File: src/rtl/onfi_wb_regs.sv
// Wishbone classic responder and CSR bank for the ONFI controller.
// Holds CTRL/ADDR/CMD registers, hands commands to the core, tracks a sticky done flag.
module onfi_wb_regs #(
  parameter int          MM_DATA_W = 32,
  parameter int          MM_ADDR_W = 8,
  parameter logic [31:0] ID_VALUE  = 32'h04F1_0100
) (
  input  logic                 mm_clk_i,
  input  logic                 mm_rst_i,
  input  logic                 mm_cyc_i,
  input  logic                 mm_stb_i,
  input  logic [MM_ADDR_W-1:0] mm_addr_i,
  input  logic [MM_DATA_W-1:0] mm_dat_i,
  output logic [MM_DATA_W-1:0] mm_dat_o,
  input  logic                 mm_we_i,
  output logic                 mm_ack_o,
  output logic                 mm_err_o,
  output logic [31:0]          ctrl_o,
  output logic [31:0]          flash_addr_o,
  output logic [7:0]           cmd_o,
  output logic                 cmd_valid_o,
  input  logic                 cmd_ready_i,
  input  logic                 core_busy_i,
  input  logic                 core_done_i,
  output logic                 irq_o
);

  localparam logic [MM_ADDR_W-1:0] A_ID     = MM_ADDR_W'(8'h00);
  localparam logic [MM_ADDR_W-1:0] A_CTRL   = MM_ADDR_W'(8'h04);
  localparam logic [MM_ADDR_W-1:0] A_ADDR   = MM_ADDR_W'(8'h08);
  localparam logic [MM_ADDR_W-1:0] A_CMD    = MM_ADDR_W'(8'h0C);
  localparam logic [MM_ADDR_W-1:0] A_STATUS = MM_ADDR_W'(8'h10);

  logic        done_q;
  logic        accept;
  logic        resp_ok;
  logic        wr_ctrl, wr_addr, wr_cmd, w1c_done;
  logic [31:0] rd_word;
  logic [31:0] wdata;

  // A new request is only taken when no response is in flight, so a held strobe
  // gets one response every other cycle.
  assign accept = mm_cyc_i & mm_stb_i & ~mm_ack_o & ~mm_err_o;
  assign wdata  = 32'(mm_dat_i);
  assign irq_o  = done_q & ctrl_o[0];

  // Unaligned addresses never match a register, so they fall into the error path.
  always_comb begin
    resp_ok  = 1'b0;
    rd_word  = '0;
    wr_ctrl  = 1'b0;
    wr_addr  = 1'b0;
    wr_cmd   = 1'b0;
    w1c_done = 1'b0;
    case (mm_addr_i)
      A_ID: begin
        resp_ok = ~mm_we_i;
        rd_word = ID_VALUE;
      end
      A_CTRL: begin
        resp_ok = 1'b1;
        rd_word = ctrl_o;
        wr_ctrl = mm_we_i;
      end
      A_ADDR: begin
        resp_ok = 1'b1;
        rd_word = flash_addr_o;
        wr_addr = mm_we_i;
      end
      A_CMD: begin
        resp_ok = ~(mm_we_i & cmd_valid_o);
        rd_word = {23'b0, cmd_valid_o, cmd_o};
        wr_cmd  = mm_we_i & ~cmd_valid_o;
      end
      A_STATUS: begin
        resp_ok  = 1'b1;
        rd_word  = {29'b0, cmd_valid_o, done_q, core_busy_i};
        w1c_done = mm_we_i & wdata[1];
      end
      default: ;
    endcase
  end

  always_ff @(posedge mm_clk_i or posedge mm_rst_i) begin
    if (mm_rst_i) begin
      mm_ack_o     <= 1'b0;
      mm_err_o     <= 1'b0;
      mm_dat_o     <= '0;
      ctrl_o       <= '0;
      flash_addr_o <= '0;
      cmd_o        <= '0;
      cmd_valid_o  <= 1'b0;
      done_q       <= 1'b0;
    end else begin
      mm_ack_o <= accept & resp_ok;
      mm_err_o <= accept & ~resp_ok;
      mm_dat_o <= (accept & resp_ok & ~mm_we_i) ? MM_DATA_W'(rd_word) : '0;
      if (accept & wr_ctrl) ctrl_o <= wdata;
      if (accept & wr_addr) flash_addr_o <= wdata;
      if (accept & wr_cmd) begin
        cmd_o       <= wdata[7:0];
        cmd_valid_o <= 1'b1;
      end else if (cmd_valid_o & cmd_ready_i) begin
        cmd_valid_o <= 1'b0;
      end
      // A completion arriving with a W1C keeps the flag set.
      done_q <= core_done_i | (done_q & ~(accept & w1c_done));
    end
  end

endmodule
File: config.mk
export PLATFORM = sky130hd
export DESIGN_NAME = onfi_wb_regs
export DESIGN_NICKNAME = d
export VERILOG_FILES = /design/src/rtl/onfi_wb_regs.sv
export SDC_FILE = /design/constraint.sdc
export NUM_CORES = 1
export LEC_CHECK = 0
export ABC_AREA = 1
export CAP_MARGIN = 20
export CORE_MARGIN = 2
export CORE_UTILIZATION = 50
export CTS_CLUSTER_DIAMETER = 50
export DETAILED_ROUTE_END_ITERATION = 12
export GPL_TIMING_DRIVEN = 0
export PLACE_DENSITY = 0.86
export SYNTH_ARGS = -nofsm -noshare
export SYNTH_HDL_FRONTEND = slang
export SYNTH_SLANG_ARGS = --single-unit
File: constraint.sdc
create_clock -name mm_clk_i -period 5.9 [get_ports mm_clk_i]
set_input_delay 0.885 -clock mm_clk_i [delete_from_list [all_inputs] [get_ports mm_clk_i]]
set_output_delay 0.885 -clock mm_clk_i [all_outputs]
set_load 0.02 [all_outputs]
* Yosys cells after proc, flatten, opt, wreduce, memory -nomap -nowiden
Cells that the tools add are included.
** Word-level totals
- Output and inout bits :: 108
- Bits in registers :: 108
- Memory bits (read-only) :: 0
- Bits in writable memories :: 0
- Memories kept :: 0
- Bits in latches :: 0
** Operators by class
- Divide/modulo/power cells :: 0
- Equality and inequality tests :: 4
- $mul :: 0
- $lt $le $gt $ge :: 0
- Bitwise gates (word level) :: 24
- Add/sub/neg operators :: 0
- Shift-type cells :: 0
- Reductions and logical operators :: 3
- Muxes and demuxes :: 9
** Operator list (number)
- case mux 32 bit (5 select lines) :: 1
- two-way mux 32 bit :: 1
- bitwise AND 1 bit :: 16
- == test 8 x 4 -> 1 bit, second input constant :: 2
- == test 8 x 3 -> 1 bit, second input constant :: 1
- == test 8 x 5 -> 1 bit, second input constant :: 1
- logical NOT 8 bit :: 1
- NOT 1 bit :: 7
- two-way mux 1 bit :: 6
- case mux 1 bit (3 select lines) :: 1
- OR reduction 3 bit :: 1
- nonzero test 2 bit :: 1
- OR 1 bit :: 1

* Depth between registers and ports, before layout
Gate-level depths: netlist (run 1).
- Depth in word-level cells :: 7
- Gate-level depth with buffers :: 11
- Gate-level depth less buffers :: 9

* Worst setup path before layout (run 1)
Ideal clock, no wire load.
- Kind :: input -> register
- Start :: input mm_addr_i[0]
- End :: register cmd_o[7]
- Slack :: 3963 ps
- Cell stages on the path :: 9
- Arrival time :: 1806 ps
- Setup time :: 131 ps
- Cell sequence :: inv_1 -> nand2_2 -> nor2_1 -> nand2_1 -> inv_2 -> nand3_4 -> clkbuf_1 -> nand2_1 -> o21ai_0
** Between the ends
- Word-level cells in the longest chain between the ends :: 3
** RTL lines
- start, declared :: line 12 : input logic [MM_ADDR_W-1:0] mm_addr_i,
- == test 8 x 4 -> 1 bit :: line 55 : case (mm_addr_i)
- two-way mux 1 bit :: line 55
- bitwise AND 1 bit :: line 100 : if (accept & wr_cmd) begin
- end signal, assigned :: line 101 : cmd_o <= wdata[7:0];
- end, declared :: line 20 : output logic [7:0] cmd_o,
No other way between the ends.
A chain may end at the register's enable or synchronous reset.

* Final worst setup path (run 1)
- Start :: register ctrl_o[0]
- End :: output irq_o
** Between the ends
- Word-level cells in the longest chain between the ends :: 1
** RTL lines
- start, declared :: line 18 : output logic [31:0] ctrl_o,
- start signal, assigned :: line 98 : if (accept & wr_ctrl) ctrl_o <= wdata;
- bitwise AND 1 bit :: line 45 : assign irq_o = done_q & ctrl_o[0];
- end, declared :: line 25 : output logic irq_o
No other way between the ends.

==> flow_metrics.tcl, run 1 <==
set metrics [dict create \
    outcome "finished, final reports clean" \
    cts_buffers 9 \
    ir_drop_mv 0.155 \
    finalInstanceArea_um2 6750 \
    hold_buffers 0 \
    worstSetupStartpointType "register" \
    clock_path_buffers 2 \
    finalSetupViolations 0 \
    ioPinCount 156 \
    ant_nets 0 \
    synth_cell_types 21 \
    netlist.area_leader.share_pct 56.0 \
    yosysWarnings 0 \
    num-nets-final 747 \
    vias 4207 \
    synth-seq-cells 108 \
    final.fill_count 706 \
    grt_pass1_vias 4144 \
    io_buffers 155 \
    fin_crit_sh_pct 40.9 \
    p_sw_share_pct 23.2 \
    dieHeight_um 102 \
    row_count 35 \
    grt_usage_pct 26.1 \
    root_buffer "clkbuf_8" \
    arrival_ns 1.53 \
    cts_tree "done" \
    wl_mm 13.2 \
    seq_area_frac_synth_pct 56.0 \
    firstDrtPassIters 5 \
    worstPathMaxFanout 4 \
    combinationalPowerShare_pct 7.9 \
    finalMaxSlewViolations 0 \
    dpl_cell_area_um2 6570 \
    async_flop_share_pct 100 \
    hpwlAfterDp_mm 9.88 \
    htree_levels 3 \
    worst_pin_slew_ns 0.773 \
    max-cap-violations 0 \
    syn-num-nets 580 \
    yosys.area.top_type "dfrtp_1" \
    p_int_uw 986 \
    synthTopCellsByCount "nand2_1 (146), dfrtp_1 (108), o21ai_0 (68)" \
    place_congestion 0.884 \
    rsz0062_at_grt "false" \
    power_density_nw_per_um2 190 \
    syn_area_per_cell_um2 9.08 \
    wl_per_cell_um 15.9 \
    endpoint_kind "primary output" \
    synth_area_um2 4830 \
    hold_viol 0 \
    antenna_found_initial 0 \
    syn2layout_area_growth_pct 39.8 \
    finalClockSkew_ns 0.0108 \
    max_freq_mhz 414 \
    worstSkewPairLatency_ns 0.35 \
    overflow 0 \
    synthFlopType "dfrtp_1" \
    synth_edf_count 0 \
    whs_ns 0.518 \
    period_minus_slack_ns 2.41 \
    n_antenna_cell 0 \
    ctsResizeCount 0 \
    required_ns 5.02 \
    p_sw_uw 298 \
    via_per_inst 5.06 \
    synth.most_common_cell "nand2_1" \
    synth_area_leaders "dfrtp_1 (56%), nand2_1 (11%), nor2_4 (7.5%)" \
    post_cts_buffers 0 \
    max_slew_margin_pct 48.4 \
    seq_power_share_pct 58.5 \
    start_util_pct 52.0 \
    hp-class "reg2reg" \
    clock-sinks 108 \
    fin_tns_setup_ns 0 \
    die_w_um 102 \
    syn_inst 532 \
    leakagePower_uw 0.00304 \
    cts.clk_slew.worst_paths_ns 0.09 \
    critPathKind "reg2out" \
    drt_iter0_markers 276 \
    die_area_um2 10500 \
    clockPowerShare_pct 33.5 \
    grt_pass1_wl_mm 20.8 \
    core_um2 9280 \
    post_route_cells_drive_above_1_share_pct 11.5 \
    grt_max_degree 63 \
    drc_errors 0 \
]
-- flip-flops by register name (all words and copies together), names as in the netlist --
name	count
mm_err_o	1
ctrl_o	32
done_q	1
cmd_o	8
cmd_valid_o	1
mm_ack_o	1
mm_dat_o	32
flash_addr_o	32
-- power by group through the flow --
stage	combinational (µW)	sequential, µW	clock (µW)
global route	111	753	465
CTS	103	752	435
floorplan	34.1	774	0
finish	102	752	431
global placement	97.4	766	0
detailed placement	102	766	0
-- cell usage in the layout (no fill, tap or decap), types with 11 or more instances in the layout --
| cell type | instances |
|---|---|
| clkdlybuf4s50_1 | 155 |
| nand2_1 | 146 |
| dfrtp_1 | 108 |
| o21ai_0 | 68 |
| inv_1 | 65 |
| nor2_4 | 32 |
| nand3_1 | 30 |
| nor2_1 | 16 |
| a21oi_1 | 12 |
| buf_2 | 11 |
| o21ai_1 | 11 |
-- cell families after synthesis --
group | after synthesis | synth area share [%]
AO/OA/AOI/OAI | 92 | 9.59
buffers and inverters | 96 | 8.60
AND/OR/NAND/NOR | 236 | 25.8
flip-flops | 108 | 56.0
-- per-layer routing --
| metal | routed length [µm] | up-vias | GRT usage, % | part of all wire, % |
|---|---|---|---|---|
| met5 | 0 | - | 0 | 0 |
| met4 | 476 | 0 | 11.9 | 3.6 |
| met3 | 746 | 35 | 4.10 | 5.6 |
| met2 | 6610 | 161 | 43.5 | 50 |
| met1 | 5390 | 2025 | 34.0 | 41 |
| li1 | - | 1986 | - | - |
-- worst paths after layout --
| kind | from | depth (start not counted) | slack (ns) | end |
|---|---|---|---|---|
| hold / removal | ctrl_o[8] | 2 | 0.52 | ctrl_o[8] |
| setup / recovery | ctrl_o[0] | 3 | 3.49 | irq_o |
| setup reg to reg | mm_ack_o | 7 | 4.02 | flash_addr_o[30] |
| min in group asynchronous | mm_rst_i | 2 | 1.03 | mm_dat_o[20] |
| hold reg to reg | ctrl_o[8] | 2 | 0.52 | ctrl_o[8] |
| max in group asynchronous | mm_rst_i | 3 | 4.18 | flash_addr_o[0] |
-- final cells by class --
cell class                      instances  area (µm²)  area share (%)
Sequential cell                       108        2700            40.0
Multi-Input combinational cell        328        1710            25.3
Timing Repair Buffer                  156        1580            23.4
Inverter                               72         273            4.04
Tap cell                              129         161            2.39
Buffer                                 24         145            2.15
Clock buffer                            9         124            1.84
Clock inverter                          5        53.8           0.797
-- critical path, stage by stage (launching register included) --
cell	delay, ns
dfrtp_1	0.44
nand2_1	0.07
inv_1	0.07
clkdlybuf4s50_1	0.60
-- through the flow --
stage | util, % | std cells | total power, µW | worst slack [ns]
CTS | 72.7 | 831 | 1290 | 3.49
floorplan | - | 532 | 808 | 2.17
finish | 72.7 | 831 | 1280 | 3.49
global placement | 70.5 | 816 | 864 | 0.794
global route | 72.7 | 831 | 1330 | 3.36
detailed placement | 70.8 | 817 | 869 | 3.13
Power figures use the tool's default switching activity.
==> run 2: changes to the inputs <==
--- a/config.mk
+++ b/config.mk
@@ -8,11 +8,11 @@
 export ABC_AREA = 1
 export CAP_MARGIN = 20
 export CORE_MARGIN = 2
-export CORE_UTILIZATION = 50
+export CORE_UTILIZATION = 42
 export CTS_CLUSTER_DIAMETER = 50
 export DETAILED_ROUTE_END_ITERATION = 12
 export GPL_TIMING_DRIVEN = 0
-export PLACE_DENSITY = 0.86
+export PLACE_DENSITY = 0.77
 export SYNTH_ARGS = -nofsm -noshare
 export SYNTH_HDL_FRONTEND = slang
 export SYNTH_SLANG_ARGS = --single-unit
==> constraint.sdc (replaced) <==
create_clock -name mm_clk_i -period 2.1 [get_ports mm_clk_i]
set_input_delay 0.315 -clock mm_clk_i [delete_from_list [all_inputs] [get_ports mm_clk_i]]
set_output_delay 0.315 -clock mm_clk_i [all_outputs]
set_load 0.02 [all_outputs]
==> run 2 against run 1 <==
  * Utilization fell by 12 points
  * Global-route usage fell by 3.8 points
  * Critical path type is now in2reg
  * Highest routed layer unchanged
  * Die area rose by 18%
  * Largest power group unchanged
==> flow_metrics.tcl, run 2 (synthesis results as in run 1) <==
set metrics [dict create \
    outcome "finished, final reports clean" \
    io_buffers 155 \
    whs_ns 0.399 \
    grt_usage_pct 22.4 \
    cts_tree "done" \
    layout_commonest_cell "clkdlybuf4s50_1" \
    antenna_found_initial 0 \
    die_area_um2 12400 \
    grt_pass1_wl_mm 21.9 \
    period_minus_slack_ns 1.93 \
    finalSetupViolations 0 \
    dieHeight_um 111 \
    place_ws_ns -0.161 \
    max_freq_mhz 518 \
    power_density_nw_per_um2 579 \
    hpwlAfterDp_mm 10.2 \
    arrival_ns 2.13 \
    worstSkewPairLatency_ns 0.34 \
    vias 4203 \
    drc_errors 0 \
    rsz0062_at_grt "false" \
    layout_common_cells "clkdlybuf4s50_1 (155), nand2_1 (146), dfrtp_1 (108), o21ai_0 (68), inv_1 (65)" \
    syn2layout_area_growth_pct 42.4 \
    final.fill_count 1010 \
    finalClockSkew_ns 0.00925 \
    finalCoreUtilization_pct 60.8 \
    cts.clk_slew.worst_paths_ns 0.07 \
    ant_nets 0 \
    drt_iter0_markers 198 \
    leakagePower_uw 0.00308 \
    num-nets-final 748 \
    rrSetupSlack_ns 0.24 \
    hp-class "in2async" \
    worstPathMaxFanout 10 \
    register_area_um2 2700 \
    max_slew_margin_pct 56.8 \
    reg_top3 "ctrl_o: 32 flops, flash_addr_o: 32 flops, mm_dat_o: 32 flops" \
    finalMaxSlewViolations 0 \
    row_count 39 \
    hold_buffers 0 \
    wl_per_cell_um 16.2 \
    overflow 0 \
    htree_levels 3 \
    grt_pass1_vias 4318 \
    endpoint_kind "register" \
    clock_path_buffers 2 \
    ioPinCount 156 \
    multi_input_area_um2 1710 \
    via_per_inst 4.96 \
    final_cells 847 \
    place_congestion 0.869 \
    fin_crit_sh_pct 92.0 \
    dp.cells 832 \
    worst_slack_ns 0.168 \
    cts_buffers 9 \
    root_buffer "clkbuf_16" \
    required_ns 2.30 \
    max-cap-violations 0 \
    hold_viol 0 \
    post_route_cells_drive_above_1_share_pct 11.8 \
    firstDrtPassIters 4 \
    worst_pin_slew_ns 0.646 \
    post_cts_buffers 0 \
    ctsResizeCount 0 \
    critPathKind "in2reg" \
    grt_max_degree 43 \
    clock-sinks 108 \
    core_um2 11300 \
    ir_drop_mv 0.354 \
    wl_mm 13.7 \
    start_util_pct 42.7 \
    die_w_um 111 \
    worstSetupStartpointType "input pin" \
    n_antenna_cell 0 \
]
run 2: power by group:
| part | leakage [µW] | switching, µW | internal (µW) |
|---|---|---|---|
| Sequential | 0.00150 | 16.0 | 2100 |
| Clock | 0.000127 | 746 | 833 |
| Combinational | 0.00145 | 153 | 138 |
run 2: stage by stage:
step	TNS (ns)	total power, µW	instance area [µm²]
after detailed placement	-3.39	2450	6600
after global placement	-58.43	2430	6560
after global routing	0	4130	6880
after CTS	0	4020	6880
after floorplan	0	2270	4830
final	0	3980	6880
run 2: layout make-up:
cell class	count	share of cell area (%)
clock buffer	10	3.47
tap	143	2.60
sequential	108	39.3
inverter	72	3.98
timing repair buffer	157	23.1
multi-input combinational	328	24.9
clock inverter	5	0.528
buffer	24	2.11
run 2: worst paths after layout:
path,from,endpoint,cells after the start
max,mm_addr_i[3],cmd_o[7],9
min,mm_rst_i,mm_dat_o[20],2
max reg2reg,mm_ack_o,flash_addr_o[27],7
min reg2reg,flash_addr_o[28],flash_addr_o[28],2
max in group asynchronous,mm_rst_i,ctrl_o[8],3
min in group mm_clk_i,flash_addr_o[28],flash_addr_o[28],2
run 2: metal layers:
layer / part of all wire (%) / vias to the layer above / track usage [%]
met5: 0 / - / 0
met4: 3.2 / 0 / 9.79
met3: 5.1 / 35 / 3.34
met2: 52 / 148 / 38.6
met1: 40 / 2037 / 27.9
li1: - / 1983 / -
run 2: critical path, stage by stage:
cell,delay (ns)
clkdlybuf4s50_1,0.54
nand2_1,0.07
nor2_1,0.20
nand2_1,0.11
inv_2,0.20
nand3_4,0.18
clkbuf_1,0.31
nand2_1,0.11
o21ai_0,0.08
==> run 3: changes to the inputs <==
--- a/config.mk
+++ b/config.mk
@@ -8,11 +8,11 @@
 export ABC_AREA = 1
 export CAP_MARGIN = 20
 export CORE_MARGIN = 2
-export CORE_UTILIZATION = 42
+export CORE_UTILIZATION = 50
 export CTS_CLUSTER_DIAMETER = 50
 export DETAILED_ROUTE_END_ITERATION = 12
 export GPL_TIMING_DRIVEN = 0
-export PLACE_DENSITY = 0.77
+export PLACE_DENSITY = 0.86
 export SYNTH_ARGS = -nofsm -noshare
 export SYNTH_HDL_FRONTEND = slang
 export SYNTH_SLANG_ARGS = --single-unit
==> constraint.sdc (replaced) <==
create_clock -name mm_clk_i -period 2.5 [get_ports mm_clk_i]
set_input_delay 0.375 -clock mm_clk_i [delete_from_list [all_inputs] [get_ports mm_clk_i]]
set_output_delay 0.375 -clock mm_clk_i [all_outputs]
set_load 0.02 [all_outputs]
==> run 3 against run 2 <==
  * Clock power fell by 32%
  * Global-route usage rose by 4.0 points
  * Non-clock buffer count did not move
  * Count of clock-buffer cells in the layout rose by 2
  * Routed wire length fell by 3.0%
  * Sequential power fell by 16%
==> flow_metrics.tcl, run 3 (synthesis results as in run 1) <==
set metrics [dict create \
    outcome "finished, final reports clean" \
    rrSetupSlack_ns 0.63 \
    cts.clk_slew.worst_paths_ns 0.10 \
    arrival_ns 2.15 \
    power_uw 3100 \
    grt_max_degree 46 \
    ctsResizeCount 0 \
    num-nets-final 748 \
    grt_pass1_wl_mm 20.9 \
    vias 4229 \
    critPathKind "in2reg" \
    firstDrtPassIters 7 \
    worst_pin_slew_ns 0.568 \
    seq_power_share_pct 57.3 \
    io_buffers 155 \
    core_um2 9280 \
    max_freq_mhz 524 \
    p_int_uw 2380 \
    crit_chain "clkdlybuf4s50_1 -> inv_1 -> nand2_1 -> nor2_4 -> nand2_1 -> inv_2 -> nand2_2 -> clkbuf_1 -> nand2_1 -> o21ai_0" \
    power_density_nw_per_um2 457 \
    grt_pass1_vias 4105 \
    via_per_inst 5.07 \
    worstSetupStartpointType "input pin" \
    root_buffer "clkbuf_8" \
    rsz0062_at_grt "false" \
    finalSetupViolations 0 \
    max-cap-violations 0 \
    finalClockSkew_ns 0.0111 \
    max_stage_delay_ns 0.45 \
    n_antenna_cell 0 \
    dieHeight_um 102 \
    worstPathMaxFanout 10 \
    overflow 0 \
    clock_path_buffers 2 \
    die_area_um2 10500 \
    drt_iter0_markers 233 \
    die_w_um 102 \
    cts_buffers 9 \
    endpoint_kind "register" \
    layout_common_cells "clkdlybuf4s50_1 (155), nand2_1 (146), dfrtp_1 (108), o21ai_0 (68), inv_1 (65)" \
    place_ws_ns 0.232 \
    wl_mm 13.3 \
    post_route_cells_drive_above_1_share_pct 11.6 \
    ir_drop_mv 0.253 \
    cp_common_cell "nand2_1" \
    p_sw_uw 723 \
    row_count 35 \
    hpwlAfterDp_mm 9.93 \
    cts_tree "done" \
    max_slew_margin_pct 62.1 \
    ioPinCount 156 \
    period_minus_slack_ns 1.91 \
    cp_slowest_cell "clkdlybuf4s50_1" \
    ant_nets 0 \
    r2r_cells 7 \
    finalMaxSlewViolations 0 \
    finalCoreUtilization_pct 73.1 \
    required_ns 2.74 \
    hold_buffers 0 \
    reg_top3 "ctrl_o: 32 flops, flash_addr_o: 32 flops, mm_dat_o: 32 flops" \
    wl_per_cell_um 16.0 \
    rr_startpoint "mm_ack_o" \
    leakagePower_uw 0.00305 \
    post_cts_buffers 0 \
    final.fill_count 728 \
    layout_commonest_cell "clkdlybuf4s50_1" \
    hp-class "in2async" \
    p_sw_share_pct 23.3 \
    combinationalPowerShare_pct 7.8 \
    clockPowerShare_pct 34.9 \
    antenna_found_initial 0 \
    start_util_pct 52.0 \
    drc_errors 0 \
    worst_slack_ns 0.591 \
    worstSkewPairLatency_ns 0.37 \
    hold_viol 0 \
    timing.rr.end "flash_addr_o[1]" \
    place_congestion 0.889 \
    htree_levels 3 \
    fin_crit_sh_pct 76.3 \
    whs_ns 0.380 \
    grt_usage_pct 26.4 \
    syn2layout_area_growth_pct 40.6 \
    clock-sinks 108 \
]
## run 3: metrics by stage
step	setup TNS [ns]	cell area, µm²	instances
2_1_floorplan	0	4830	532
3_3_place_gp	-14.12	6550	816
3_5_place_dp	0	6590	818
4_1_cts	0	6790	834
5_1_grt	0	6790	834
6_report	0	6790	834
## run 3: critical path, delay by kind of cell
family	cells	cell delay, ns
compound gates	1	0.09
buf+inv	4	0.99
simple gates	5	0.67
## run 3: worst max path at each step
stage | start | end | slack (ns) | cells past startpoint
finish | mm_addr_i[4] | ctrl_o[21] | 0.59 | 10
global route | mm_ack_o | flash_addr_o[28] | 0.45 | 7
floorplan | mm_rst_i | cmd_o[0] | 0.82 | 1
CTS | mm_addr_i[4] | ctrl_o[15] | 0.61 | 10
global placement | mm_rst_i | mm_dat_o[10] | -0.14 | 2
detailed placement | mm_addr_i[4] | ctrl_o[15] | 0.23 | 10
## run 3: final cells by class
class                      instances  area, µm²  area share, %
clock buffer                      12        145           2.14
timing repair buffer             157       1590           23.5
multi-input combinational        328       1710           25.2
inverter                          72        274           4.04
clock inverter                     4       56.3          0.830
tap                              129        161           2.38
sequential                       108       2700           39.8
buffer                            24        145           2.14
## run 3: metal layers
| metal | part of all wire, % | global-route usage [%] | routed length (µm) | vias to the layer above |
|---|---|---|---|---|
| li1 | - | - | - | 1987 |
| met1 | 41 | 34.4 | 5450 | 2034 |
| met2 | 50 | 44.6 | 6720 | 192 |
| met3 | 6.8 | 4.51 | 903 | 16 |
| met4 | 1.8 | 9.64 | 240 | 0 |
| met5 | 0 | 0 | 0 | - |
## run 3: power by group through the flow
stage	Combinational, µW	Clock [µW]	Sequential [µW]
6_report	242	1080	1770
5_1_grt	264	1180	1780
4_1_cts	245	1100	1770
3_5_place_dp	244	0	1810
3_3_place_gp	231	0	1810
2_1_floorplan	80.9	0	1830
